===== config.mk =====
export PLATFORM = sky130hd
export DESIGN_NAME = calc_enc_chord
export DESIGN_NICKNAME = d
export VERILOG_FILES = /design/src/rtl/calc_enc_chord.sv
export SDC_FILE = /design/constraint.sdc
export NUM_CORES = 1
export LEC_CHECK = 0
export CAP_MARGIN = 10
export CORE_MARGIN = 2
export CORE_UTILIZATION = 48
export CTS_CLUSTER_SIZE = 28
export DETAILED_ROUTE_END_ITERATION = 16
export HOLD_SLACK_MARGIN = 0.06
export PLACE_DENSITY_LB_ADDON = 0.12
export SLEW_MARGIN = 40
export SYNTH_ARGS = -nofsm -noshare
export SYNTH_HDL_FRONTEND = slang
export SYNTH_SLANG_ARGS = --single-unit

===== constraint.sdc =====
create_clock -name clk -period 1.3 [get_ports clk]
set_input_delay 0.26 -clock clk [delete_from_list [all_inputs] [get_ports clk]]
set_output_delay 0.26 -clock clk [all_outputs]
set_load 0.02 [all_outputs]

===== src/rtl/calc_enc_chord.sv =====
// Push-button front end: 2-FF sync, per-button debounce, {l,c,r} -> ALU opcode encode,
// with either level-following output or chord capture issued over a valid/ready handshake.
module calc_enc_chord #(
  parameter int unsigned DB_CYCLES = 4,
  parameter int unsigned OP_W      = 4,
  parameter int unsigned MODE      = 1
) (
  input  logic            clk,
  input  logic            rst_n,
  input  logic            btnc,
  input  logic            btnl,
  input  logic            btnr,
  input  logic            op_ready,
  output logic [OP_W-1:0] alu_op,
  output logic            op_valid,
  output logic            busy,
  output logic            drop
);

  localparam int unsigned CntW = $clog2(DB_CYCLES + 1);

  // Button vectors are ordered {l, c, r} so they index the encode table directly.
  logic [2:0] raw;
  logic [2:0] sync1_q, sync2_q;
  logic [2:0] db_q, db_d;
  logic [CntW-1:0] cnt_q [3];
  logic [CntW-1:0] cnt_d [3];

  logic [OP_W-1:0] alu_op_q;
  logic            op_valid_q;

  assign raw      = {btnl, btnc, btnr};
  assign alu_op   = alu_op_q;
  assign op_valid = op_valid_q;

  function automatic logic [3:0] enc(input logic [2:0] idx);
    logic [3:0] op;
    case (idx)
      3'b000:  op = 4'b0000;
      3'b001:  op = 4'b0001;
      3'b010:  op = 4'b0010;
      3'b011:  op = 4'b0110;
      3'b100:  op = 4'b0100;
      3'b101:  op = 4'b1001;
      3'b110:  op = 4'b1010;
      default: op = 4'b0101;
    endcase
    return op;
  endfunction

  always_ff @(posedge clk or negedge rst_n) begin
    if (!rst_n) begin
      sync1_q <= '0;
      sync2_q <= '0;
    end else begin
      sync1_q <= raw;
      sync2_q <= sync1_q;
    end
  end

  // Counter runs only while the synchronised level disagrees; the edge that would reach
  // DB_CYCLES flips the debounced level instead and leaves the counter at zero.
  always_comb begin
    db_d = db_q;
    for (int i = 0; i < 3; i++) begin
      cnt_d[i] = '0;
      if (sync2_q[i] != db_q[i]) begin
        if (cnt_q[i] == CntW'(DB_CYCLES - 1)) begin
          db_d[i] = ~db_q[i];
        end else begin
          cnt_d[i] = cnt_q[i] + 1'b1;
        end
      end
    end
  end

  always_ff @(posedge clk or negedge rst_n) begin
    if (!rst_n) begin
      db_q <= '0;
      for (int i = 0; i < 3; i++) begin
        cnt_q[i] <= '0;
      end
    end else begin
      db_q <= db_d;
      for (int i = 0; i < 3; i++) begin
        cnt_q[i] <= cnt_d[i];
      end
    end
  end

  if (MODE == 0) begin : g_level
    logic unused_ready;
    assign unused_ready = op_ready;
    assign busy         = 1'b0;
    assign drop         = 1'b0;

    always_ff @(posedge clk or negedge rst_n) begin
      if (!rst_n) begin
        alu_op_q   <= '0;
        op_valid_q <= 1'b0;
      end else begin
        alu_op_q   <= OP_W'(enc(db_q));
        op_valid_q <= |db_q;
      end
    end
  end else begin : g_chord
    typedef enum logic {StIdle, StCollect} state_e;

    state_e     state_q;
    logic [2:0] chord_q;
    logic       busy_q;
    logic       drop_q;

    assign busy = busy_q;
    assign drop = drop_q;

    always_ff @(posedge clk or negedge rst_n) begin
      if (!rst_n) begin
        state_q    <= StIdle;
        chord_q    <= '0;
        busy_q     <= 1'b0;
        drop_q     <= 1'b0;
        alu_op_q   <= '0;
        op_valid_q <= 1'b0;
      end else begin
        drop_q <= 1'b0;
        // Accept retires the held opcode; a chord loading on the same edge overrides this.
        if (op_valid_q && op_ready) begin
          op_valid_q <= 1'b0;
        end
        unique case (state_q)
          StIdle: begin
            if (|db_q) begin
              chord_q <= db_q;
              state_q <= StCollect;
              busy_q  <= 1'b1;
            end
          end
          StCollect: begin
            if (db_q == 3'b000) begin
              state_q <= StIdle;
              busy_q  <= 1'b0;
              if (!op_valid_q || op_ready) begin
                alu_op_q   <= OP_W'(enc(chord_q));
                op_valid_q <= 1'b1;
              end else begin
                drop_q <= 1'b1;
              end
            end else begin
              chord_q <= chord_q | db_q;
            end
          end
          default: state_q <= StIdle;
        endcase
      end
    end
  end

endmodule

==> run metrics <==
status finished with violations; failing checks setup timing; crit path capture type flip-flop; CTS tree yes; initial drt markers 3; type of the worst setup path flip-flop to flip-flop; worst r2r src db_q[0]; pin count of the biggest net entering global routing 30; Hold Crit Class primary input to async pin; Startpoint Class flip-flop; Post-CTS Hold Buffers 0; hpwl dp 1170 um; setup TNS -92.8 ps; CTS max path bufs 2; multi-input logic area ~440 sq um; Critical Path Source db_q[0]; Fin Clk Skew 13.3 ps; FF+latch count, synth 29; Avg Synthesized Cell Area around 14 sq um; Inst Count DP approximately 130; GRT Util Overall 0.153; syn nets 95; sequence of cells on the critical path nor3_4 -> ha_1 -> mux2_2; max-slew violations 0; Crit path largest cell delay 410 ps; n_diodes 0; final cell count without fillers 141; Initial Util 0.510; Tmin final approximately 1400 ps; height of the die 52.7 um; Slew headroom 0.815; final wirelength 1680 um; Clock transition at path regs around 80 ps; worst-margin pin slew 276 ps; Seq/Total Area, Yosys 0.637; Routed Antenna Nets 0; final worst path period share 1.04; Nets about 130; H-tree Lvls 2; Critical path buffers and inverters 0; Die ar. 0.00278 sq mm; Placer Congestion roughly 0.66; register area between 700 and 800 sq um; synthesized area 0.00114 sq mm; Comb power frac 0.417; later-pin clock latency in the skew report 310 ps; row count 17; family with the most delay on the worst path flip-flops; DIE WIDTH 52.7 um; layout cells sized above 1 0.301; RSZ-0062 raised after global routing yes; switch share 0.335; synthesis warning total 0; total CTS buffers 5; CTS root buffer clkbuf_4; Final Total Pwr 0.00333 W; GRT overflow 0; DRC 0; WL per Instance 11.9 um; clock share of power 0.160; fillcell total 172; Hold Slack 295 ps; initial antenna violation count 0; Fin. Hold Viols 0; max-cap check violation count 0; Critical Path RT 1500 ps; clock sink count 29; Unique masters post-synth 23; sequential power share 0.424; Leakage 0.716 nW; FMAX between 700 and 800 MHz; Vias 708; IO Pins 13; post-synthesis cell count 82; DR pass1 iterations 3; Final WS setup -51.6 ps; Crit-path slowest cell dfrtp_1; power density over the cells approximately 2200 mW/mm^2; Pint roughly 0.0022 W; Peak supply drop 1.19 mV; WP data arrival between 1500 and 2000 ps; Core Footprint 0.00223 sq mm; Setup-failing EPs final 3; Via density 5.02; sw power 0.00112 W; # port buffers 12; Area growth, synth to finish 31.0%; Final Core Density 0.668; number of global-route vias before repair 703; CP max FO 4; first-pass GRT wire length about 2900 um
## layout make-up
type / instances / area share
flip-flops and latches: 29 / 0.487
multi-input cells: 49 / 0.293
repair buffers: 24 / 0.150
clock buffers: 7 / 0.0369
well taps: 28 / 0.0235
inverters: 4 / 0.0101
## state kept, by name, indices dropped and copies added (netlist names), 3 cells and up
register and flops:
sync2_q 3, db_q 3, alu_op 4, sync1_q 3, g_chord.chord_q 3, cnt_q 9
## cell families (layout without fill, tap and decap cells)
family	count (synthesis)	after routing	synth area share
adders and majority gates	7	7	0.0768
and+or+nand+nor	23	23	0.131
buffers and inverters	4	35	0.0132
xor gates and xnor gates	4	4	0.0307
AOI/OAI and AO/OA	9	9	0.0538
muxes	6	6	0.0582
DFF	29	29	0.637
## worst register-to-register path, cell delays in order, from the launching register on
cell     delay, ps
dfrtp_1        410
nor3_4         280
ha_1           280
mux2_2         270
## cell usage in the layout (no fill, tap or decap), types with 2 or more instances in the layout
master / netlist / layout
nor3_1: 2 / 2
clkdlybuf4s50_1: 0 / 5
a22o_1: 3 / 3
xnor2_1: 3 / 3
nand2_1: 4 / 3
clkdlybuf4s15_1: 0 / 5
nor2b_1: 4 / 4
clkbuf_4: 0 / 5
nor3b_1: 5 / 5
mux2_2: 5 / 5
dfrtp_1: 29 / 28
buf_4: 0 / 9
buf_6: 0 / 2
ha_1: 7 / 5
inv_1: 4 / 4
a21oi_1: 3 / 2
## per-layer routing
layer	routed length (um)	up-vias	GRT usage
li1	-	341	-
met1	706	349	0.164
met2	861	13	0.254
met3	72	5	0.0600
met4	38	0	0.0897
met5	0	-	0
## synthesized netlist by cell type
cell type | instances | area, sq um
nor2b_1 | 4 | 25.0
nor2_1 | 2 | 7.51
dfrtp_1 | 29 | 726
nor3_2 | 1 | 10.0
a21oi_1 | 3 | 15.0
ha_1 | 7 | 87.6
and3b_1 | 1 | 8.76
a22o_1 | 3 | 26.3
nor3_1 | 2 | 10.0
o21ai_0 | 1 | 5.00
nand2b_4 | 1 | 13.8
inv_1 | 4 | 15.0
xor2_1 | 1 | 8.76
or2_2 | 1 | 6.26
a31oi_1 | 1 | 6.26
mux2i_1 | 1 | 10.0
nand2_1 | 4 | 15.0
and4_1 | 1 | 8.76
nand2b_1 | 1 | 6.26
xnor2_1 | 3 | 26.3
nor3b_1 | 5 | 37.5
mux2_2 | 5 | 56.3
a21o_2 | 1 | 8.76
## power groups by stage
| stage | clock (W) | sequential, W | combinational [W] |
|---|---|---|---|
| floorplan | 0 | 0.00150 | 0.000686 |
| global placement | 0 | 0.00139 | 0.00129 |
| detailed placement | 0 | 0.00140 | 0.00132 |
| CTS | 0.000549 | 0.00140 | 0.00129 |
| global route | 0.000585 | 0.00145 | 0.00155 |
| finish | 0.000532 | 0.00141 | 0.00139 |
## final timing paths
kind                               to  slack [ps]  cells after the start
max reg2reg                      busy         -50                      3
min in group clk           sync2_q[1]         350                      0
min reg2reg                sync2_q[1]         350                      0
max                              busy         -50                      3
max in group asynchronous    cnt_q[1]         840                      2
min                          cnt_q[5]         300                      2
## per-stage QoR
step,setup slack [ps],area (sq um)
after floorplan,-68.0,1150
after global placement,-32.7,1390
after detailed placement,-108,1390
after CTS,-57.9,1450
after global routing,-107,1490
final,-51.6,1490
## repair_timing
item / CTS / global route
setup buffers: 1 / 2
resized for setup: 8 / 14
setup endpoints to repair: 16 / 16
pin swaps: 0 / 3
(Power assumes the default switching activity.)
